## src/rtl/color_sensor_ctrl_if.sv

```systemverilog
// Command/data handshake between the colour-sensor controller and a byte-level I2C master.
// The controller side uses the master modport, the I2C engine side uses slave.
interface color_sensor_ctrl_if;
    logic       cmd_valid;
    logic       cmd_ready;
    logic       cmd_rw;
    logic [6:0] cmd_dev;
    logic [7:0] cmd_reg;
    logic [5:0] cmd_len;
    logic [7:0] tx_data;
    logic       tx_req;
    logic [7:0] rx_data;
    logic       rx_valid;
    logic       cmd_done;
    logic       cmd_nack;

    modport master (
        output cmd_valid, cmd_rw, cmd_dev, cmd_reg, cmd_len, tx_data,
        input  cmd_ready, tx_req, rx_data, rx_valid, cmd_done, cmd_nack
    );

    modport slave (
        input  cmd_valid, cmd_rw, cmd_dev, cmd_reg, cmd_len, tx_data,
        output cmd_ready, tx_req, rx_data, rx_valid, cmd_done, cmd_nack
    );
endinterface

```

## src/rtl/color_sensor_ctrl.sv

```systemverilog
// Colour/light sensor controller: configures the sensor, polls NUM_CH channels, retries, flags faults.
// Optional IIR averaging of published samples: define COLOR_SENSOR_CTRL_AVG_EN.
module color_sensor_ctrl #(
    parameter int unsigned NUM_CH     = 3,
    parameter int unsigned CH_BYTES   = 2,
    parameter logic [6:0]  DEV_ADDR   = 7'h44,
    parameter logic [7:0]  CFG_REG    = 8'h01,
    parameter int unsigned NUM_CFG    = 2,
    parameter logic [31:0] CFG_VALUES = 32'h0D3F_0000,
    parameter logic [7:0]  BASE_REG   = 8'h09,
    parameter int unsigned POLL_DIV   = 1000000,
    parameter int unsigned TIMEOUT    = 65535,
    parameter int unsigned MAX_RETRY  = 3,
    parameter int unsigned AVG_SHIFT  = 2
) (
    input  logic                             clock,
    input  logic                             reset_n,
    input  logic                             enable,
    input  logic                             restart,
    color_sensor_ctrl_if.master              bus,
    output logic [NUM_CH*8*CH_BYTES-1:0]     samples,
    output logic                             sample_valid,
    output logic                             configured,
    output logic                             fault,
    output logic [7:0]                       overrun_cnt,
    output logic [3:0]                       state_out
);
    localparam int unsigned CW    = 8 * CH_BYTES;
    localparam int unsigned SW    = NUM_CH * CW;
    localparam int unsigned LEN   = NUM_CH * CH_BYTES;
    localparam int unsigned CNT_W = $clog2(POLL_DIV);
    localparam int unsigned TO_W  = $clog2(TIMEOUT + 1);
    localparam int unsigned RT_W  = $clog2(MAX_RETRY + 1);
    localparam int unsigned IDX_W = $clog2(LEN + 1);

    typedef enum logic [3:0] {
        IDLE      = 4'd0,
        CFG_REQ   = 4'd1,
        CFG_XFER  = 4'd2,
        WAIT_TICK = 4'd3,
        RD_REQ    = 4'd4,
        RD_XFER   = 4'd5,
        PUBLISH   = 4'd6,
        RETRY     = 4'd7,
        FAULT     = 4'd8
    } state_e;

    state_e            state_q, state_d;
    logic [CNT_W-1:0]  poll_cnt_q, poll_cnt_d;
    logic [TO_W-1:0]   to_cnt_q, to_cnt_d;
    logic [RT_W-1:0]   retry_cnt_q, retry_cnt_d;
    logic              retry_rd_q, retry_rd_d;
    logic              pend_q, pend_d;
    logic [1:0]        tx_idx_q, tx_idx_d;
    logic [IDX_W-1:0]  rx_idx_q, rx_idx_d;
    logic [SW-1:0]     shadow_q, shadow_d;
    logic [SW-1:0]     samples_q, samples_d;
    logic              sample_valid_q, sample_valid_d;
    logic              configured_q, configured_d;
    logic              fault_q, fault_d;
    logic [7:0]        overrun_q, overrun_d;
    logic              cmd_valid_q, cmd_valid_d;
    logic              cmd_rw_q, cmd_rw_d;
    logic [6:0]        cmd_dev_q, cmd_dev_d;
    logic [7:0]        cmd_reg_q, cmd_reg_d;
    logic [5:0]        cmd_len_q, cmd_len_d;
    logic [7:0]        tx_data_q, tx_data_d;
`ifdef COLOR_SENSOR_CTRL_AVG_EN
    logic              avg_first_q, avg_first_d;
`endif

    logic              counting, tick, accept, timeout, pend_now, rx_take;
    logic [IDX_W-1:0]  rx_idx_nx;
    logic [RT_W-1:0]   retry_inc;

    // Configuration byte i sits at bits [31-8i -: 8].
    function automatic logic [7:0] cfg_byte(input logic [1:0] idx);
        logic [31:0] w;
        w = CFG_VALUES << {idx, 3'b000};
        return w[31:24];
    endfunction

`ifdef COLOR_SENSOR_CTRL_AVG_EN
    function automatic logic [CW-1:0] iir(input logic [CW-1:0] avg, input logic [CW-1:0] raw);
        logic signed [CW:0] diff;
        diff = $signed({1'b0, raw}) - $signed({1'b0, avg});
        diff = diff >>> AVG_SHIFT;
        return avg + diff[CW-1:0];
    endfunction
`endif

    always_comb begin
        state_d        = state_q;
        poll_cnt_d     = poll_cnt_q;
        to_cnt_d       = to_cnt_q;
        retry_cnt_d    = retry_cnt_q;
        retry_rd_d     = retry_rd_q;
        pend_d         = pend_q;
        tx_idx_d       = tx_idx_q;
        rx_idx_d       = rx_idx_q;
        shadow_d       = shadow_q;
        samples_d      = samples_q;
        sample_valid_d = 1'b0;
        configured_d   = configured_q;
        fault_d        = fault_q;
        overrun_d      = overrun_q;
        cmd_valid_d    = 1'b0;
        cmd_rw_d       = cmd_rw_q;
        cmd_dev_d      = cmd_dev_q;
        cmd_reg_d      = cmd_reg_q;
        cmd_len_d      = cmd_len_q;
        tx_data_d      = 8'h00;
`ifdef COLOR_SENSOR_CTRL_AVG_EN
        avg_first_d    = avg_first_q;
`endif

        counting  = (state_q != IDLE) && (state_q != FAULT);
        tick      = counting && (poll_cnt_q == CNT_W'(POLL_DIV - 1));
        accept    = cmd_valid_q && bus.cmd_ready;
        timeout   = (to_cnt_q == TO_W'(TIMEOUT - 1));
        pend_now  = pend_q || restart;
        rx_take   = bus.rx_valid && (rx_idx_q < IDX_W'(LEN));
        rx_idx_nx = rx_take ? rx_idx_q + IDX_W'(1) : rx_idx_q;
        retry_inc = retry_cnt_q + RT_W'(1);

        // Free-running poll timebase; ticks outside WAIT_TICK are dropped and counted.
        if (!counting || tick) poll_cnt_d = '0;
        else                   poll_cnt_d = poll_cnt_q + CNT_W'(1);
        if (tick && (state_q != WAIT_TICK) && (overrun_q != 8'hFF))
            overrun_d = overrun_q + 8'd1;

        if (restart) begin
            configured_d = 1'b0;
            pend_d       = 1'b1;
        end

        case (state_q)
            IDLE: begin
                pend_d = 1'b0;
                if (enable) state_d = (configured_q && !restart) ? WAIT_TICK : CFG_REQ;
            end
            CFG_REQ: begin
                if (accept) begin
                    state_d  = CFG_XFER;
                    to_cnt_d = '0;
                end
            end
            CFG_XFER: begin
                to_cnt_d = to_cnt_q + TO_W'(1);
                if (bus.tx_req && (tx_idx_q != 2'(NUM_CFG - 1)))
                    tx_idx_d = tx_idx_q + 2'd1;
                if (bus.cmd_done) begin
                    to_cnt_d = '0;
                    if (!bus.cmd_nack) begin
                        configured_d = !pend_now;
                        retry_cnt_d  = '0;
`ifdef COLOR_SENSOR_CTRL_AVG_EN
                        avg_first_d  = 1'b1;
`endif
                        state_d = !enable ? IDLE : (pend_now ? CFG_REQ : WAIT_TICK);
                    end else begin
                        retry_rd_d = 1'b0;
                        state_d    = RETRY;
                    end
                end else if (timeout) begin
                    to_cnt_d   = '0;
                    retry_rd_d = 1'b0;
                    state_d    = RETRY;
                end
            end
            WAIT_TICK: begin
                if (!enable)       state_d = IDLE;
                else if (pend_now) state_d = CFG_REQ;
                else if (tick)     state_d = RD_REQ;
            end
            RD_REQ: begin
                if (accept) begin
                    state_d  = RD_XFER;
                    to_cnt_d = '0;
                    rx_idx_d = '0;
                end
            end
            RD_XFER: begin
                to_cnt_d = to_cnt_q + TO_W'(1);
                if (rx_take) begin
                    shadow_d[{rx_idx_q, 3'b000} +: 8] = bus.rx_data;
                    rx_idx_d = rx_idx_nx;
                end
                if (bus.cmd_done) begin
                    to_cnt_d = '0;
                    if (!bus.cmd_nack && (rx_idx_nx == IDX_W'(LEN))) begin
                        // Publish on the transition so samples land one cycle after cmd_done.
`ifdef COLOR_SENSOR_CTRL_AVG_EN
                        for (int k = 0; k < NUM_CH; k++)
                            samples_d[k*CW +: CW] = avg_first_q ? shadow_d[k*CW +: CW]
                                                  : iir(samples_q[k*CW +: CW], shadow_d[k*CW +: CW]);
                        avg_first_d = 1'b0;
`else
                        samples_d = shadow_d;
`endif
                        sample_valid_d = 1'b1;
                        retry_cnt_d    = '0;
                        state_d        = PUBLISH;
                    end else begin
                        retry_rd_d = 1'b1;
                        state_d    = RETRY;
                    end
                end else if (timeout) begin
                    to_cnt_d   = '0;
                    retry_rd_d = 1'b1;
                    state_d    = RETRY;
                end
            end
            PUBLISH: begin
                state_d = !enable ? IDLE : (pend_now ? CFG_REQ : WAIT_TICK);
            end
            RETRY: begin
                retry_cnt_d = retry_inc;
                if (retry_inc >= RT_W'(MAX_RETRY)) begin
                    fault_d = 1'b1;
                    state_d = FAULT;
                end else if (!enable) begin
                    state_d = IDLE;
                end else begin
                    state_d = (retry_rd_q && !pend_now) ? RD_REQ : CFG_REQ;
                end
            end
            FAULT: begin
                pend_d = 1'b0;
                if (restart) begin
                    fault_d     = 1'b0;
                    retry_cnt_d = '0;
                    state_d     = enable ? CFG_REQ : IDLE;
                end
            end
            default: state_d = IDLE;
        endcase

        // Entering a configuration write consumes any pending restart.
        if ((state_d == CFG_REQ) && (state_q != CFG_REQ)) begin
            pend_d   = 1'b0;
            tx_idx_d = 2'd0;
        end

        // Command fields are registered from the next state so they are stable while requested.
        if (state_d == CFG_REQ) begin
            cmd_valid_d = 1'b1;
            cmd_rw_d    = 1'b0;
            cmd_dev_d   = DEV_ADDR;
            cmd_reg_d   = CFG_REG;
            cmd_len_d   = 6'(NUM_CFG);
        end else if (state_d == RD_REQ) begin
            cmd_valid_d = 1'b1;
            cmd_rw_d    = 1'b1;
            cmd_dev_d   = DEV_ADDR;
            cmd_reg_d   = BASE_REG;
            cmd_len_d   = 6'(LEN);
        end
        if ((state_d == CFG_REQ) || (state_d == CFG_XFER))
            tx_data_d = cfg_byte(tx_idx_d);
    end

    always_ff @(posedge clock or negedge reset_n) begin
        if (!reset_n) begin
            state_q        <= IDLE;
            poll_cnt_q     <= '0;
            to_cnt_q       <= '0;
            retry_cnt_q    <= '0;
            retry_rd_q     <= 1'b0;
            pend_q         <= 1'b0;
            tx_idx_q       <= 2'd0;
            rx_idx_q       <= '0;
            shadow_q       <= '0;
            samples_q      <= '0;
            sample_valid_q <= 1'b0;
            configured_q   <= 1'b0;
            fault_q        <= 1'b0;
            overrun_q      <= 8'h00;
            cmd_valid_q    <= 1'b0;
            cmd_rw_q       <= 1'b0;
            cmd_dev_q      <= 7'h00;
            cmd_reg_q      <= 8'h00;
            cmd_len_q      <= 6'h00;
            tx_data_q      <= 8'h00;
`ifdef COLOR_SENSOR_CTRL_AVG_EN
            avg_first_q    <= 1'b1;
`endif
        end else begin
            state_q        <= state_d;
            poll_cnt_q     <= poll_cnt_d;
            to_cnt_q       <= to_cnt_d;
            retry_cnt_q    <= retry_cnt_d;
            retry_rd_q     <= retry_rd_d;
            pend_q         <= pend_d;
            tx_idx_q       <= tx_idx_d;
            rx_idx_q       <= rx_idx_d;
            shadow_q       <= shadow_d;
            samples_q      <= samples_d;
            sample_valid_q <= sample_valid_d;
            configured_q   <= configured_d;
            fault_q        <= fault_d;
            overrun_q      <= overrun_d;
            cmd_valid_q    <= cmd_valid_d;
            cmd_rw_q       <= cmd_rw_d;
            cmd_dev_q      <= cmd_dev_d;
            cmd_reg_q      <= cmd_reg_d;
            cmd_len_q      <= cmd_len_d;
            tx_data_q      <= tx_data_d;
`ifdef COLOR_SENSOR_CTRL_AVG_EN
            avg_first_q    <= avg_first_d;
`endif
        end
    end

    assign bus.cmd_valid = cmd_valid_q;
    assign bus.cmd_rw    = cmd_rw_q;
    assign bus.cmd_dev   = cmd_dev_q;
    assign bus.cmd_reg   = cmd_reg_q;
    assign bus.cmd_len   = cmd_len_q;
    assign bus.tx_data   = tx_data_q;
    assign samples       = samples_q;
    assign sample_valid  = sample_valid_q;
    assign configured    = configured_q;
    assign fault         = fault_q;
    assign overrun_cnt   = overrun_q;
    assign state_out     = state_q;
endmodule

```

## src/flat_wrapper.sv

```systemverilog
// flat-port wrapper written by rule: the top's interface ports become plain ports
module color_sensor_ctrl_flat 
#(
    parameter int unsigned NUM_CH     = 3,
    parameter int unsigned CH_BYTES   = 2,
    parameter logic [6:0]  DEV_ADDR   = 7'h44,
    parameter logic [7:0]  CFG_REG    = 8'h01,
    parameter int unsigned NUM_CFG    = 2,
    parameter logic [31:0] CFG_VALUES = 32'h0D3F_0000,
    parameter logic [7:0]  BASE_REG   = 8'h09,
    parameter int unsigned POLL_DIV   = 1000000,
    parameter int unsigned TIMEOUT    = 65535,
    parameter int unsigned MAX_RETRY  = 3,
    parameter int unsigned AVG_SHIFT  = 2
)
  (clock, reset_n, enable, restart, samples, sample_valid, configured, fault, overrun_cnt, state_out, bus_cmd_valid, bus_cmd_rw, bus_cmd_dev, bus_cmd_reg, bus_cmd_len, bus_tx_data, bus_cmd_ready, bus_tx_req, bus_rx_data, bus_rx_valid, bus_cmd_done, bus_cmd_nack);
  color_sensor_ctrl_if bus_i ();
  input  logic clock;
  input  logic reset_n;
  input  logic enable;
  input  logic restart;
  output logic [NUM_CH*8*CH_BYTES-1:0] samples;
  output logic sample_valid;
  output logic configured;
  output logic fault;
  output logic [7:0] overrun_cnt;
  output logic [3:0] state_out;
  output wire logic [$bits(bus_i.cmd_valid)-1:0] bus_cmd_valid;
  output wire logic [$bits(bus_i.cmd_rw)-1:0] bus_cmd_rw;
  output wire logic [$bits(bus_i.cmd_dev)-1:0] bus_cmd_dev;
  output wire logic [$bits(bus_i.cmd_reg)-1:0] bus_cmd_reg;
  output wire logic [$bits(bus_i.cmd_len)-1:0] bus_cmd_len;
  output wire logic [$bits(bus_i.tx_data)-1:0] bus_tx_data;
  input wire logic [$bits(bus_i.cmd_ready)-1:0] bus_cmd_ready;
  input wire logic [$bits(bus_i.tx_req)-1:0] bus_tx_req;
  input wire logic [$bits(bus_i.rx_data)-1:0] bus_rx_data;
  input wire logic [$bits(bus_i.rx_valid)-1:0] bus_rx_valid;
  input wire logic [$bits(bus_i.cmd_done)-1:0] bus_cmd_done;
  input wire logic [$bits(bus_i.cmd_nack)-1:0] bus_cmd_nack;
  assign bus_cmd_valid = bus_i.cmd_valid;
  assign bus_cmd_rw = bus_i.cmd_rw;
  assign bus_cmd_dev = bus_i.cmd_dev;
  assign bus_cmd_reg = bus_i.cmd_reg;
  assign bus_cmd_len = bus_i.cmd_len;
  assign bus_tx_data = bus_i.tx_data;
  assign bus_i.cmd_ready = bus_cmd_ready;
  assign bus_i.tx_req = bus_tx_req;
  assign bus_i.rx_data = bus_rx_data;
  assign bus_i.rx_valid = bus_rx_valid;
  assign bus_i.cmd_done = bus_cmd_done;
  assign bus_i.cmd_nack = bus_cmd_nack;
  color_sensor_ctrl #(.NUM_CH(NUM_CH), .CH_BYTES(CH_BYTES), .DEV_ADDR(DEV_ADDR), .CFG_REG(CFG_REG), .NUM_CFG(NUM_CFG), .CFG_VALUES(CFG_VALUES), .BASE_REG(BASE_REG), .POLL_DIV(POLL_DIV), .TIMEOUT(TIMEOUT), .MAX_RETRY(MAX_RETRY), .AVG_SHIFT(AVG_SHIFT)) u_core (.clock(clock), .reset_n(reset_n), .enable(enable), .restart(restart), .bus(bus_i), .samples(samples), .sample_valid(sample_valid), .configured(configured), .fault(fault), .overrun_cnt(overrun_cnt), .state_out(state_out));
endmodule
```

## config.mk

```make
export PLATFORM = sky130hd
export DESIGN_NAME = color_sensor_ctrl_flat
export DESIGN_NICKNAME = d
export VERILOG_FILES = /design/src/rtl/color_sensor_ctrl_if.sv /design/src/rtl/color_sensor_ctrl.sv /design/src/flat_wrapper.sv
export SDC_FILE = /design/constraint.sdc
export NUM_CORES = 1
export LEC_CHECK = 0
export CORE_AREA = 10 10 137 139
export CTS_BUF_LIST = sky130_fd_sc_hd__clkbuf_8
export DETAILED_ROUTE_END_ITERATION = 16
export DIE_AREA = 0 0 147 149
export PLACE_DENSITY = 0.74
export SYNTH_ARGS = -nofsm -noshare
export SYNTH_HDL_FRONTEND = slang
export SYNTH_SLANG_ARGS = --single-unit
```

## constraint.sdc

```tcl
create_clock -name clock -period 2.5 [get_ports clock]
set_input_delay 0.625 -clock clock [delete_from_list [all_inputs] [get_ports clock]]
set_output_delay 0.625 -clock clock [all_outputs]
set_load 0.02 [all_outputs]
```

== After elaboration in Yosys (flattened, before gate mapping) ==
Index checks and enable logic that the tools add are counted.
Storage, ports and cells
  register bits: 187
  input port bits: 17
  output and inout port bits: 94
  word-level logic and storage cells: 171
Cells by class
  $add $sub $neg: 7
  order comparisons: 2
  equal/unequal tests: 32
  shifts and indexed selects: 3
  mux-type cells: 71
  reduce and logical (&&, ||, !) cells: 36
Operator list (number)
  two-way mux 4 bit: 14
  bitwise mux 48 bit: 1
  two-way mux 16 bit: 3
  two-way mux 48 bit: 1
  variable shift 8 x 8 -> 48 bit, first input constant: 1
  variable part select 8 x 8 -> 48 bit: 1
  one-hot mux 4 bit (9 select lines): 1
  one-hot mux 16 bit (2 select lines): 1
  << shifter 28 x 5 -> 32 bit, first input constant: 1
  two-way mux 1 bit: 24
  two-way mux 8 bit: 3
  adder 20 x 1 -> 20 bit, second input constant: 1
  == test 20 bit, second input constant: 1
  == test 4 x 3 -> 1 bit, second input constant: 5
  two-way mux 2 bit: 10
  two-way mux 20 bit: 1
  adder 16 x 1 -> 16 bit, second input constant: 1
  == test 16 bit, second input constant: 1
  two-way mux 7 bit: 2
  == test 4 x 2 -> 1 bit, second input constant: 3
  two-way mux 3 bit: 4
  two-way mux 6 bit: 2
  != test 2 x 1 -> 1 bit, second input constant: 6
  logical AND 1 bit: 11
  30 further kinds: 52

== Longest topological paths before layout ==
Gate-level depths: netlist of run 1.
  depth in word-level cells: 13
  depth in mapped cells: 10
  gate-level depth less buffers: 10

== Worst setup path after synthesis of run 1 ==
No wires, ideal clock.
  path kind: reg2reg
  from: register u_core.rx_idx_q[1]
  to: register u_core.samples_q[36], in the netlist u_core.samples[36]
  library setup time: 136 ps
  arrival: 2219 ps
  data required time: 2364 ps
  setup slack: 145 ps
  stages on the path, launching flop included: 11
  path buffers: 3
  period minus slack after synthesis: 2355 ps
  path through: dfrtp_1 > inv_1 > ha_1 > a41oi_1 > a31o_2 > or3_1 > clkbuf_1 > clkbuf_1 > clkbuf_1 > nand2_1 > o21ai_0
Between the ends
  longest elaborated chain between the ends: 6
  elaborated cells between the ends (all ways): 12
  classes of those cells: add/sub: 2; order compare: 1; eq/ne: 1; shift: 2; mux: 3; reduce/logical: 3
Ends and longest elaborated chain
  start, declared: RTL line color_sensor_ctrl.sv:55  | logic [IDX_W-1:0] rx_idx_q, rx_idx_d;
  start signal, assigned: RTL line color_sensor_ctrl.sv:296  | rx_idx_q <= rx_idx_d;
  parallel branches: the longest is 6 deep, another holds negator 6 -> 8 bit
  end signal, assigned: RTL line color_sensor_ctrl.sv:298  | samples_q <= samples_d;
  end, declared: RTL line color_sensor_ctrl.sv:57  | logic [SW-1:0] samples_q, samples_d;
Several ways; the timed one is not identified.
A chain may end at the register's enable or synchronous reset.

== Final worst setup path of run 1 ==
  from: register u_core.poll_cnt_q[7]
  to: register u_core.tx_idx_q[1]
Between the ends
  longest elaborated chain between the ends: 9
Ends and longest elaborated chain
  start, declared: RTL line color_sensor_ctrl.sv:49  | logic [CNT_W-1:0] poll_cnt_q, poll_cnt_d;
  start signal, assigned: RTL line color_sensor_ctrl.sv:290  | poll_cnt_q <= poll_cnt_d;
  == test 20 bit: RTL line color_sensor_ctrl.sv:118  | tick = counting && (poll_cnt_q == CNT_W'(POLL_DIV - 1));
  logical AND 1 bit: RTL line color_sensor_ctrl.sv:118
  two-way mux 4 bit: RTL line color_sensor_ctrl.sv:174  | else if (tick) state_d = RD_REQ;
  two-way mux 4 bit: RTL line color_sensor_ctrl.sv:173  | else if (pend_now) state_d = CFG_REQ;
  two-way mux 4 bit: RTL line color_sensor_ctrl.sv:172  | if (!enable) state_d = IDLE;
  one-hot mux 4 bit (9 select lines): RTL line color_sensor_ctrl.sv:137  | case (state_q)
  == test 4 x 1 -> 1 bit: RTL line color_sensor_ctrl.sv:240  | if ((state_d == CFG_REQ) && (state_q != CFG_REQ)) begin
  logical AND 1 bit: RTL line color_sensor_ctrl.sv:240
  two-way mux 2 bit: RTL line color_sensor_ctrl.sv:240
  net u_core.tx_idx_d[1]: RTL line color_sensor_ctrl.sv:54  | logic [1:0] tx_idx_q, tx_idx_d;
  end signal, assigned: RTL line color_sensor_ctrl.sv:295  | tx_idx_q <= tx_idx_d;
  end, declared: RTL line color_sensor_ctrl.sv:54
The timed path passes the listed nets, and every way through them passes these cells.

==> flow_summary.ini, run 1 <==
[outcome]
outcome = completed

[sta]
grt_setup_unrepaired = true
slew_viol_final = 0
period_share_pct = 96.7
tightest_slew_ps = 512
whs_ps = 122
hold_violations = 0
fin_crit_ps = 2420
max_freq_ghz = 0.414
relSlewSlack_pct = 65.8
setup_viol = 0
fin_skew_ps = 9.84
layout_setup_ws_ps = 83.5

[yosys]
synth_adder_area_share_pct = 1.91
synth_top_family_by_area = simple AND/OR/NAND/NOR gates
yosysTopAreaCell = dfrtp_1
ys_types = 60
synth-xor-area-share_pct = 3.89
synth-async-reset-ratio_pct = 100
yosys_warnings = 0
syn-instance-count = 803
synth.yosys.seq_area_share_pct = 51.2
synth_edf_count = 0
muxShareOfSynthArea_pct = 6.90
synthTopCellsByArea = dfrtp_1 51%, nand2_1 5.8%, o21ai_0 5.5%
yosys.area_share.simple_pct = 19.1
yosysMostFrequentCell = dfrtp_1
synth_compound_area_share_pct = 11.9
synth_seq_cells = 161
yosysTopAreaCellShare_pct = 51.2
synth_area_per_cell_sq_um = 9.80
syn-cell-area_sq_um = 7870
synth_top_flop_cell = dfrtp_1
netlist_top_cells_count = 161 x dfrtp_1, 121 x nand2_1, 86 x o21ai_0

[critical_path]
worstPathCellList = or4_4, nor4_2, a31oi_1, nor3_4, buf_12, nand3_1, o21a_1
cpMaxStageDelayCell = or4_4
arrival_ps = 2760
crit_end = u_core.tx_idx_q[1]
crit_start = u_core.poll_cnt_q[7]
cp_num_cells = 7
cp_max_fo = 6
worstPathRequired_ps = 2840
reg2reg_slack_ps = 80
cp-start-kind = flop
rr_endpoint = u_core.tx_idx_q[1]
max_stage_delay_ps = 580
end_kind = flop
worst-r2r-cell-count = 7
worstSetupPathType = flop to flop
critPathTopFamily = simple AND/OR/NAND/NOR gates
critPathBufInv = 1
timing.rr.start = u_core.poll_cnt_q[7]

[drt]
wl_met2_mm = 8.78
drc_errors = 0
wl_met3_um = 932
detail_route.iter0.violations = 465
top_layer = met4
wirelength_mm = 18.4
via_per_inst = 5.31
drt-met1-wl_mm = 8.44
vias = 6155
ant_nets = 0
first_pass_iters = 5
wire_per_inst_um = 15.9

[floorplanning]
design.core.area_sq_um = 16200
io_pins = 111
dieWidth_um = 147
initial_utilization_pct = 48.7
placementRows = 47
chipHeight_um = 149
die-area_sq_um = 21900

[global_routing]
antenna_found_initial = 0
grt_pass1_vias = 6218
grt_use_total_pct = 17.2
grt_max_degree = 52
grt_pass1_wl_mm = 31.2
overflow = 0

[layout]
final_nets = 955
syn_to_final_growth_pct = 24.6
drive_above_1_share_pct = 14.6
final_util_pct = 60.7
instances_no_fill = 1159
num_antenna_cells = 0

[cts]
cts.sinks = 161
clockBufferDepth = 2
clkTransAtPathRegs_ps = 90
clock_latency_ps = 460
cts_root_buf = clkbuf_8
cts-buffers-inserted = 17
htree_levels = 4
cts_tree = built

[flow_run]
maxCapViolations = 0

[placed_design]
dp_slack_ps = -279
dp.cells = 1126
port-buffer-count = 93
hpwl_mm = 13.3
gp_congestion = 0.884

[power]
p_total_mw = 7.58
p_leak_nw = 4.34
peakVddDrop_uv = 457
p_per_area_nw_per_um2 = 773

[min_path]
min_path_type = primary input to asynchronous set/reset pin
how the worst min path moves through the flow:
stage,endpoint,cells past startpoint
6_report,u_core.samples[26],1
5_1_grt,u_core.samples[20],1
4_1_cts,u_core.samples[26],1
3_5_place_dp,u_core.samples[18],2
3_3_place_gp,u_core.samples[27],2
2_1_floorplan,u_core.bus.cmd_dev[2],0
cells in the final DEF (no fill, tap or decap), drive strengths merged, types with 3 or more instances in the layout:
cell	instances
and3	17
nor4b	3
o211ai	4
nand4b	5
inv	15
and4	3
ha	12
buf	61
xor2	22
nor3	11
nand2	122
and2	6
mux2i	25
clkdlybuf4s50	92
conb	17
a21oi	27
o21ai	87
nand2b	6
bufinv	5
nand3	24
nor3b	3
dfrtp	161
clkinvlp	5
xnor2	13
nor4	4
nand3b	4
nor2b	6
a22o	8
a22oi	9
nand4	8
nor2	73
or3	8
mux2	26
clkbuf	18
o31ai	3
power by group:
part	internal, mW	switching, mW
clock	1.21	0.959
sequential	2.83	0.234
combinational	1.03	1.31
total	5.07	2.50
stage by stage:
| step | setup TNS, ps | area, sq um |
|---|---|---|
| global placement | -9000 | 9330 |
| global route | -159 | 9810 |
| CTS | 0 | 9790 |
| detailed placement | -13050 | 9330 |
| finish | 0 | 9810 |
| floorplan | 0 | 7930 |
worst reg2reg max path: stages, from the launching register on:
cell and delay [ps]:
dfrtp_1 390, or4_4 580, nor4_2 350, a31oi_1 220
nor3_4 270, buf_12 140, nand3_1 140, o21a_1 220
timing repair:
| action | 4_1_cts | 5_1_grt |
|---|---|---|
| buffers inserted | 0 | 1 |
| pin swaps | 0 | 0 |
| hold buffers | 0 | 0 |
| endpoints found under the hold margin | 0 | 0 |
| endpoints found under the setup margin | 3 | 38 |
| resized for setup | 3 | 3 |
routing by layer:
| metal | GRT usage (%) | vias to the layer above |
|---|---|---|
| met5 | 0 | - |
| met4 | 5.20 | 0 |
| met3 | 4.82 | 20 |
| met2 | 27.6 | 134 |
| met1 | 22.3 | 3018 |
| li1 | - | 2983 |
final cells by class:
type	instances	area, sq um
timing repair buffer	153	1470
inverter	13	48.8
tap	220	275
clock inverter	14	213
multi-input combinational	580	3520
clock buffer	18	248
fill	1376	6360
sequential	161	4030
cell families after synthesis:
| logic type | after synthesis |
|---|---|
| AOI/OAI and AO/OA | 156 |
| xor gates and xnor gates | 35 |
| adders and majority gates | 12 |
| buffers and inverters | 78 |
| DFF | 161 |
| muxes | 51 |
| other | 1 |
| and+or+nand+nor | 309 |
flip-flops by register name (all words and copies together) (netlist names), 2 cells and up:
signal              cells
u_core.samples         48
u_core.shadow_q        48
u_core.poll_cnt_q      20
u_core.to_cnt_q        16
u_core.overrun_cnt      8
u_core.state_out        4
u_core.rx_idx_q         3
u_core.bus.tx_data      2
u_core.retry_cnt_q      2
u_core.tx_idx_q         2
No activity file was read; power rests on OpenSTA's default activity.
==> inputs of run 2 (changes only) <==
Settings changed: PLACE_DENSITY 0.74 to 0.76.
==> flow_summary.ini, run 2 (same netlist as run 1, synthesis figures left out) <==
[outcome]
outcome = completed

[layout]
final_area_sq_um = 9760
drive_above_1_share_pct = 14.6
layout_commonest_cell = dfrtp_1
nFillCells = 1363
instances_no_fill = 1160
final_nets = 956
regArea_sq_um = 4030
multiInputGateArea_sq_um = 3530
syn_to_final_growth_pct = 24.0
num_antenna_cells = 0
layout_common_cells = 159 x dfrtp_1, 121 x nand2_1, 92 x clkdlybuf4s50_1

[critical_path]
worstPathRequired_ps = 1880
end_kind = output pin
critPathBufInv = 2
worstPathCellList = buf_4, clkdlybuf4s50_1
worstSetupPathType = flop to output pin
critPathTopFamily = buffers and inverters
cp_max_fo = 9
cpMaxStageDelayCell = clkdlybuf4s50_1
max_stage_delay_ps = 620
arrival_ps = 1810
cp-start-kind = flop
reg2reg_slack_ps = 120

[cts]
cts-hold-fix-buffers = 0
cts_root_buf = clkbuf_8
cts_tree = built
htree_levels = 4
cts.sinks = 161
clock_latency_ps = 460
clkTransAtPathRegs_ps = 80
cts-buffers-inserted = 17
clockBufferDepth = 2

[floorplanning]
chipHeight_um = 149
design.core.area_sq_um = 16200
dieWidth_um = 147
placementRows = 47
initial_utilization_pct = 48.7
die-area_sq_um = 21900
io_pins = 111

[global_routing]
grt_pass1_vias = 6146
grt_pass1_wl_mm = 30.9
grt_use_total_pct = 17.2
grt_max_degree = 74
overflow = 0
antenna_found_initial = 0

[flow_run]
maxCapViolations = 0

[sta]
max_freq_ghz = 0.411
hold_violations = 0
setup_viol = 0
whs_ps = 118
fin_crit_ps = 2430
relSlewSlack_pct = 58.5
tightest_slew_ps = 618
period_share_pct = 97.2
fin_skew_ps = 9.58
slew_viol_final = 0
grt_setup_unrepaired = false

[placed_design]
dp.cells = 1128
placed_cell_area_sq_um = 9310
gp_congestion = 0.848
port-buffer-count = 93
hpwl_mm = 13.4

[drt]
drc_errors = 0
first_pass_iters = 5
wirelength_mm = 18.5
wire_per_inst_um = 16.0
detail_route.iter0.violations = 354
via_per_inst = 5.30
ant_nets = 0
vias = 6148

[power]
p_sw_share_pct = 34.1
peakVddDrop_uv = 397
comb_power_share_pct = 31.3
pwr-share-clk_pct = 27.6
internal-power_mw = 4.91
pwr-share-seq_pct = 41.2
p_per_area_nw_per_um2 = 764
p_total_mw = 7.45
p_leak_nw = 4.32
power_switching_mw = 2.54

[min_path]
min_path_type = primary input to asynchronous set/reset pin
## run 2: changes by cell type in the layout (fill, tap and decap cells not counted), moves of 2 or more
| cell | delta |
|---|---|
| buf_4 | +4 |
| buf_12 | -3 |
| bufinv_16 | -2 |
| clkbuf_8 | +2 |
## run 2: per-layer routing
layer / vias to the layer above / GRT usage [%] / routed length (um)
met5: - / 0 / 0
met4: 0 / 6.54 / 346
met3: 24 / 3.88 / 869
met2: 145 / 27.9 / 8820
met1: 3007 / 22.1 / 8490
li1: 2972 / - / -
## run 2: through the flow
step           setup WS [ps]  utilization (%)  TNS [ps]
5_1_grt                 2.91             60.3         0
2_1_floorplan            145                -         0
3_5_place_dp            -284             57.6    -11560
4_1_cts                 36.7             60.3         0
6_report                69.6             60.3         0
3_3_place_gp            -226             57.6     -7250
## run 2: layout make-up
cell class              instances  area share (%)
clock inverters                12            1.60
inverters                      13           0.500
clock buffers                  20            2.82
multi-input cells             580            36.2
well taps                     220            2.82
repair buffers                154            14.8
flip-flops and latches        161            41.3
## run 2: power groups by stage
stage / registers, mW / logic (mW) / clock network (mW)
2_1_floorplan: 3.07 / 1.47 / 0
3_3_place_gp: 3.10 / 2.26 / 0
3_5_place_dp: 3.11 / 2.32 / 0
4_1_cts: 3.06 / 2.33 / 2.09
5_1_grt: 3.10 / 2.56 / 2.20
6_report: 3.07 / 2.33 / 2.05
## run 2: path summary, 6_finish.rpt
path                       cells after the start                     to           startpoint
setup reg to reg                               9  u_core.bus.tx_data[3]   u_core.rx_idx_q[1]
hold reg to reg                                2     u_core.samples[20]   u_core.samples[20]
setup / recovery                               2           state_out[3]  u_core.state_out[3]
hold / removal                                 1     u_core.samples[20]              reset_n
min in group clock                             2     u_core.samples[20]   u_core.samples[20]
max in group asynchronous                      2    u_core.state_out[2]              reset_n
## run 2: timing repair
item | CTS | global route
endpoints found under the hold margin | 0 | 0
endpoints found under the setup margin | 3 | 27
gates resized for setup | 2 | 5
setup buffers | 0 | 0
